### config.mk
export PLATFORM = sky130hd
export DESIGN_NAME = simple_mem_initiator
export DESIGN_NICKNAME = d
export VERILOG_FILES = /design/src/rtl/simple_bus_pkg.sv /design/src/rtl/simple_load_align.sv /design/src/rtl/simple_mem_initiator.sv
export SDC_FILE = /design/constraint.sdc
export NUM_CORES = 1
export LEC_CHECK = 0
export CORE_ASPECT_RATIO = 0.75
export CORE_UTILIZATION = 30
export DETAILED_ROUTE_END_ITERATION = 8
export DONT_BUFFER_PORTS = 1
export SLEW_MARGIN = 10
export SYNTH_ARGS = -nofsm -noshare
export SYNTH_HDL_FRONTEND = slang
export SYNTH_SLANG_ARGS = --single-unit
### constraint.sdc
create_clock -name clock -period 2.65 [get_ports clock]
set_clock_uncertainty 0.1 [all_clocks]
set_input_delay 0.3975 -clock clock [delete_from_list [all_inputs] [get_ports clock]]
set_output_delay 0.3975 -clock clock [all_outputs]
set_load 0.05 [all_outputs]
### src/rtl/simple_bus_pkg.sv
// Shared definitions for the simple memory bus initiator.
// Contents: access size encodings, initiator FSM state enum, registered
// request payload struct, and a misalignment helper.
package simple_bus_pkg;

  localparam logic [1:0] SZ_BYTE = 2'd0;
  localparam logic [1:0] SZ_HALF = 2'd1;
  localparam logic [1:0] SZ_WORD = 2'd2;

  typedef enum logic [1:0] {
    ST_IDLE = 2'd0,
    ST_REQ  = 2'd1,
    ST_CAPT = 2'd2,
    ST_DONE = 2'd3
  } state_e;

  typedef struct packed {
    logic [31:0] addr;
    logic        wen;
    logic [1:0]  size;
    logic        sgn;
    logic [31:0] wdata;
  } req_t;

  // True when the access cannot be issued: misaligned half/word or size 3.
  function automatic logic misaligned(input logic [1:0] addr_lo, input logic [1:0] size);
    logic bad;
    bad = 1'b1;
    case (size)
      SZ_BYTE: bad = 1'b0;
      SZ_HALF: bad = addr_lo[0];
      SZ_WORD: bad = (addr_lo != 2'd0);
      default: bad = 1'b1;
    endcase
    return bad;
  endfunction

endpackage

### src/rtl/simple_load_align.sv
// Load data lane select and zero/sign extension.
// Ports:
//   word    - aligned 32-bit word read from the bus
//   addr_lo - byte offset within the word
//   size    - access size encoding
//   sgn     - sign-extend when 1
//   data_c  - right-aligned, extended load data (combinational)
module simple_load_align
  import simple_bus_pkg::*;
(
  input  logic [31:0] word,
  input  logic [1:0]  addr_lo,
  input  logic [1:0]  size,
  input  logic        sgn,
  output logic [31:0] data_c
);

  logic [7:0]  byte_v;
  logic [15:0] half_v;

  always_comb begin
    byte_v = word[{addr_lo, 3'b000} +: 8];
    half_v = addr_lo[1] ? word[31:16] : word[15:0];
    data_c = word;
    case (size)
      SZ_BYTE: data_c = {{24{sgn & byte_v[7]}}, byte_v};
      SZ_HALF: data_c = {{16{sgn & half_v[15]}}, half_v};
      default: data_c = word;
    endcase
  end

endmodule

### src/rtl/simple_mem_initiator.sv
// Initiator end of the simple memory bus: takes one core load/store at a
// time, issues it on the bus, extracts/extends the read data and returns a
// single response. Misaligned or illegal-size requests get an error response
// without any bus activity.
// Optional feature macro: SIMPLE_INIT_TIMEOUT_EN (bus-ready watchdog that
// ends a request with an error after TIMEOUT_CYCLES cycles in REQ).
// Ports:
//   clock, reset (sync, active-low)
//   req_*            - core request channel (valid/ready handshake)
//   resp_*           - core response channel (valid/ready handshake)
//   simple_out_*     - bus request channel
//   simple_in_rdata  - bus read word, valid the cycle after the handshake
module simple_mem_initiator
  import simple_bus_pkg::*;
#(
  parameter int unsigned TIMEOUT_CYCLES = 64
) (
  input  logic        clock,
  input  logic        reset,
  input  logic        req_valid,
  output logic        req_ready,
  input  logic [31:0] req_addr,
  input  logic        req_wen,
  input  logic [1:0]  req_size,
  input  logic        req_signed,
  input  logic [31:0] req_wdata,
  output logic        resp_valid,
  input  logic        resp_ready,
  output logic [31:0] resp_rdata,
  output logic        resp_err,
  output logic        simple_out_valid,
  input  logic        simple_out_ready,
  output logic [31:0] simple_out_bits_addr,
  output logic        simple_out_bits_writeEn,
  output logic [2:0]  simple_out_bits_size,
  output logic [31:0] simple_out_bits_wdata,
  input  logic [31:0] simple_in_rdata
);

  state_e      state, state_nxt;
  req_t        req_q;
  logic [31:0] rdata_q;
  logic        err_q;
  logic [31:0] load_data_c;
  logic        bad_c;
  logic        timeout_c;

  assign bad_c = misaligned(req_addr[1:0], req_size);

`ifdef SIMPLE_INIT_TIMEOUT_EN
  localparam int unsigned CNT_W = $clog2(TIMEOUT_CYCLES + 1);
  logic [CNT_W-1:0] cnt_q;
  logic [CNT_W-1:0] cnt_inc_c;

  assign cnt_inc_c = cnt_q + CNT_W'(1);
  // Fires on the TIMEOUT_CYCLES-th REQ cycle that sees no ready.
  assign timeout_c = (state == ST_REQ) && !simple_out_ready &&
                     (cnt_inc_c == CNT_W'(TIMEOUT_CYCLES));

  // Watchdog counter; held at zero outside REQ so it is clear on entry.
  always_ff @(posedge clock) begin
    if (!reset)                  cnt_q <= '0;
    else if (state != ST_REQ)    cnt_q <= '0;
    else if (!simple_out_ready)  cnt_q <= cnt_inc_c;
  end
`else
  logic unused_timeout;
  assign timeout_c      = 1'b0;
  assign unused_timeout = (TIMEOUT_CYCLES != 0);
`endif

  simple_load_align u_align (
    .word    (simple_in_rdata),
    .addr_lo (req_q.addr[1:0]),
    .size    (req_q.size),
    .sgn     (req_q.sgn),
    .data_c  (load_data_c)
  );

  // State register.
  always_ff @(posedge clock) begin
    if (!reset) state <= ST_IDLE;
    else        state <= state_nxt;
  end

  // Next-state and state-decoded handshake outputs.
  always_comb begin
    state_nxt        = state;
    req_ready        = 1'b0;
    simple_out_valid = 1'b0;
    resp_valid       = 1'b0;
    case (state)
      ST_IDLE: begin
        req_ready = 1'b1;
        if (req_valid) state_nxt = bad_c ? ST_DONE : ST_REQ;
      end
      ST_REQ: begin
        simple_out_valid = 1'b1;
        if (simple_out_ready) state_nxt = ST_CAPT;
        else if (timeout_c)   state_nxt = ST_DONE;
      end
      ST_CAPT: state_nxt = ST_DONE;
      ST_DONE: begin
        resp_valid = 1'b1;
        if (resp_ready) state_nxt = ST_IDLE;
      end
      default: state_nxt = ST_IDLE;
    endcase
  end

  // Request capture and response data registers.
  always_ff @(posedge clock) begin
    if (!reset) begin
      req_q   <= '0;
      rdata_q <= '0;
      err_q   <= 1'b0;
    end else begin
      case (state)
        ST_IDLE: begin
          if (req_valid) begin
            req_q   <= '{addr: req_addr, wen: req_wen, size: req_size,
                         sgn: req_signed, wdata: req_wdata};
            rdata_q <= '0;
            err_q   <= bad_c;
          end
        end
        ST_REQ: begin
          if (timeout_c) begin
            rdata_q <= '0;
            err_q   <= 1'b1;
          end
        end
        ST_CAPT: begin
          rdata_q <= req_q.wen ? 32'd0 : load_data_c;
          err_q   <= 1'b0;
        end
        default: ;
      endcase
    end
  end

  assign resp_rdata              = rdata_q;
  assign resp_err                = err_q;
  assign simple_out_bits_addr    = req_q.addr;
  assign simple_out_bits_writeEn = req_q.wen;
  assign simple_out_bits_size    = {1'b0, req_q.size};
  assign simple_out_bits_wdata   = req_q.wdata;

endmodule

; Yosys cells after proc, flatten, opt, wreduce, memory -nomap -nowiden
; Index checks and enable logic that the tools add are counted.
[word_totals]
in_bits = 105
ff_bits = 103
output_inout_bits = 104
word_cells = 44
[classes]
mux = 16
shift = 1
reduce_logical = 8
eq_ne = 9
n_bitwise = 2
[ops]
columns = operator, count
row1 = $pmux W32 S2, 2
row2 = $mux W32, 2
row3 = $shiftx A32 B6 Y8, 1
row4 = $mux W16, 1
row5 = $mux W2, 4
row6 = $pmux W2 S4, 1
row7 = $eq A2 B1 Y1 const B, 3
row8 = $eq A2 B2 Y1 const B, 3
row9 = $logic_not A2 Y1, 3
row10 = $ne A2 B2 Y1 const B, 3
row11 = $mux W1, 4
row12 = $reduce_and A2 Y1, 2
row13 = $reduce_bool A2 Y1, 2
row14 = $pmux W1 S3, 1
row15 = $reduce_and A3 Y1, 1
row16 = $and A1 B1 Y1, 2
row17 = $pmux W1 S2, 1

; Longest topological paths before layout
[depth]
word_depth = 5
depth_mapped = 9
ltp_nobuf = 6

; Modules after synthesis
; A second synthesis with hierarchy kept.
[hier_totals]
hier_cells = 659
hier_area_um2 = 4946.0
[by_module_without_submodules]
columns = module, area_each_um2, n_inst, cells_per_inst, seq_area_each_um2
row1 = simple_mem_initiator, 4240.3, 1, 536, 2062.0
row2 = simple_load_align, 705.7, 1, 123, 0.0

; Worst setup path before layout
; Ideal clock, no wire load.
[synth_path]
path_kind = reg2reg
start = reg state[0]
end = reg rdata_q[21] (netlist: resp_rdata[21])
stages_incl_launch_ff = 10
t_arrival_ns = 2.146
synth_period_minus_slack_ns = 2.367
n_path_buf = 3
required_ns = 2.428
setup_slack_ns = 0.283
setup_ns = 0.122
cell_sequence = dfxtp_1 -> inv_1 -> ha_1 -> buf_2 -> nor2b_1 -> nor3b_2 -> and2_1 -> buf_2 -> buf_2 -> a221o_1
[synth_via]
elab_chain_len = 3
word_cells_on_any_way = 6
cone_classes = 2 x eq/ne / 1 x mux / 3 x reduce/logical
[synth_lines]
columns = element, line
row1 = start: declaration, simple_mem_initiator.sv:40  ; state_e state, state_nxt;
row2 = start signal: assignment, simple_mem_initiator.sv:83  ; else state <= state_nxt;
row3 = $eq A2 B2 Y1 / $logic_not A2 Y1 (equally long branches), simple_mem_initiator.sv:118  ; case (state)
row4 = $reduce_bool A2 Y1 (no line) / $ne A2 B2 Y1 (equally long branches), n/a
row5 = $reduce_and A2 Y1 (no line), n/a
row6 = end signal: assignment, simple_mem_initiator.sv:134  ; rdata_q <= req_q.wen ? 32'd0 : load_data_c;
row7 = end: declaration, simple_mem_initiator.sv:42  ; logic [31:0] rdata_q;
; Parallel ways exist; a longest one is shown, timed or not.
; A chain may end at the register's enable or synchronous reset.

; Worst setup path in the final report
[layout_path]
start = reg state[0]
end = reg rdata_q[19] (netlist: resp_rdata[19])
; Same word-level chain as after synthesis.

==> impl_metrics.yaml <==
status:
  outcome: "finished clean"
hold_path:
  min_from: "req_wdata[1]"
  min_path_cells: 2
  worstHoldPathType: "input port to register"
  holdPathEnd: "simple_out_bits_wdata[1]"
global_route:
  grt_pass1_vias: 3275
  grt_max_degree: 75
  antenna_found_initial: 0
  grt_pass1_wl_um: 18080
  grt_overflow_total: 0
  grtUsageTotal_pct: 15.74
finish:
  final.fill_count: 1412
  num_antenna_cells: 0
  final_net_count: 582
  area_delta_synth_final_pct: 10.93
  finalInstanceArea_mm2: 0.004827
  drive_above_1_share_pct: 9.205
  instances_no_fill: 673
floorplan:
  die_area_mm2: 0.01500
  floorplan.initialDensity_pct: 31.23
  core_region_area_mm2: 0.01393
  rows: 37
  die_h_um: 106.3
  die_x_um: 141.1
  io_pins: 209
critical_path:
  crit_fanout: 16
  critPathArrivalTime_ns: 2.39
  crit_path_start_kind: "register"
  worstRegToRegCells: 6
  r2r_start: "state[0]"
  crit_required_ns: 2.84
  crit_type: "register to register"
  timing.rr.end: "resp_rdata[19]"
  reg2reg_slack_ns: 0.45
  end_kind: "register"
yosys:
  synthTopCellsByCount: "150 x nand2_1, 103 x dfxtp_1, 48 x a21boi_0"
  yosys.area.top_type: "dfxtp_1"
  postSynthCellCount: 491
  synth_top_area_share_pct: 47.38
  synthTopCellsByArea: "dfxtp_1 47%, nand2_1 13%, a21boi_0 8.3%"
  seq_area_frac_synth_pct: 47.38
  syn_area_mm2: 0.004352
  synthArstFlopShare_pct: 0
  synth_edf_count: 0
  ys_warn_count: 0
  avgSynthCellArea_um2: 8.863
  ys_ff_latch: 103
  yosysUniqueCellTypes: 37
  syn_nets: 600
  synthFlopType: "dfxtp_1"
  yosysMostFrequentCell: "nand2_1"
clocking:
  cts_inserted_buffers: 9
  cts_root_buffer: "clkbuf_16"
  clk_pin_slew_worst_paths_ns: 0.07
  cts_setup_buffers: 0
  cts.sinks: 103
  cts.repair.resized: 0
  clockBufferDepth: 2
  cts_tree: "built"
  clk_latency_ns: 0.35
  htreeDepth: 3
  cts_hold_buf: 0
power_and_ir_drop:
  leakagePower_uw: 0.001789
  vdd.ir_drop.worst_mv: 0.4112
  powerDensity_mw_per_mm2: 1092
timing:
  rsz0062_at_grt: "false"
  setup_slack_ns: 0.4515
  layout_worst_path_cycle_share_pct: 82.96
  setup_viol: 0
  max_slew_margin_pct: 51.26
  slew_violations: 0
  finalCriticalPeriod_ns: 2.198
  finalSetupTns_ns: 0
  worst_pin_slew_ns: 0.7291
  max_freq_mhz: 454.9
  finalHoldViolations: 0
job:
  max_cap_violations: 0
detailed_routing:
  route.detailed.drc: 0
  wl_per_cell_um: 17.64
  vias_per_cell: 5.166
  vias: 3477
  drtIter0Drc: 198
  routed_wl_um: 11870
  postRouteAntennaNets: 0
  drt_pass1_iterations: 5
place:
  place_ws_ns: 0.4542
  io_buffers: 0
  dp_hpwl_um: 8809
  post-place-cells: 657
  gp_congestion: 0.8666
  dpl_cell_area_mm2: 0.004524
==> sequential cells by signal, indices dropped and copies added (netlist names) <==
| signal | flops |
|---|---|
| req_q | 1 |
| resp_err | 1 |
| resp_rdata | 32 |
| simple_out_bits_addr | 32 |
| simple_out_bits_size | 2 |
| simple_out_bits_wdata | 32 |
| simple_out_bits_writeEn | 1 |
| state | 2 |
==> layer usage <==
| metal | routed length (um) | GRT usage, % | vias up |
|---|---|---|---|
| met4 | 172 | 5.202 | 0 |
| met3 | 1533 | 8.604 | 13 |
| li1 | - | - | 1667 |
| met2 | 5508 | 25.32 | 162 |
| met5 | 0 | 0 | - |
| met1 | 4659 | 17.63 | 1635 |
==> kinds of logic (layout without fill, tap and decap cells) <==
| group | Yosys count | in the layout | synth area share (%) |
|---|---|---|---|
| other cells | 1 | 1 | 0.08617 |
| mux | 19 | 19 | 5.032 |
| simple gates | 172 | 172 | 16.45 |
| fa+ha+maj | 4 | 4 | 1.150 |
| compound gates | 144 | 144 | 25.13 |
| buf+inv | 48 | 35 | 4.773 |
| flops | 103 | 103 | 47.38 |
==> metrics by stage <==
stage | total power, uW | utilization, % | hold slack (ns)
after floorplan | 3656 | - | 0.3656
after global placement | 3903 | 32.47 | 0.4163
after detailed placement | 3959 | 32.47 | 0.4238
after CTS | 5340 | 34.64 | 0.05415
after global routing | 5543 | 34.64 | 0.05395
final | 5273 | 34.64 | 0.07200
==> power by group <==
part	switching, uW	leakage, uW	internal (uW)
clock	622	0.000152	745
sequential	973	0.000840	1800
combinational	732	0.000797	405
==> worst max-delay path, stage by stage, from the launching register on <==
cell,delay [ns]
dfxtp_1,0.39
inv_1,0.08
ha_1,0.21
nor2b_1,0.17
nor3b_2,0.39
and2_1,0.55
a221o_1,0.24
==> worst max path at each step <==
stage | from | to | slack [ns] | depth (start not counted)
after floorplan | state[0] | resp_rdata[21] | 0.28 | 9
after global placement | state[0] | resp_rdata[20] | 0.57 | 6
after detailed placement | state[0] | resp_rdata[17] | 0.45 | 6
after CTS | state[0] | resp_rdata[27] | 0.43 | 6
after global routing | state[0] | resp_rdata[28] | 0.26 | 6
final | state[0] | resp_rdata[19] | 0.45 | 6
==> area by class of cell <==
type / count / area (um^2) / area share [%]
clock inverter: 7 / 77.57 / 1.607
multi-input combinational: 340 / 2086 / 43.21
timing repair buffer: 13 / 110.1 / 2.281
clock buffer: 9 / 225.2 / 4.666
sequential: 103 / 2062 / 42.72
tap: 195 / 244.0 / 5.054
inverter: 6 / 22.52 / 0.4666
==> placed cells by master, fill, tap and decap left out, types with 3 or more instances in the layout <==
cell type / instances
nand2_1: 149
dfxtp_1: 103
a21boi_0: 48
a21boi_1: 21
o21ai_0: 17
a221o_1: 16
buf_4: 12
mux2_2: 10
nor2b_1: 9
a22o_1: 9
clkbuf_16: 9
mux2i_1: 8
o21ai_1: 8
a211oi_1: 7
a222oi_1: 7
inv_1: 6
ha_1: 4
nand2b_1: 3
nor2_1: 3
a221oi_1: 3
Note: power is estimated with default switching activity, not from simulation.
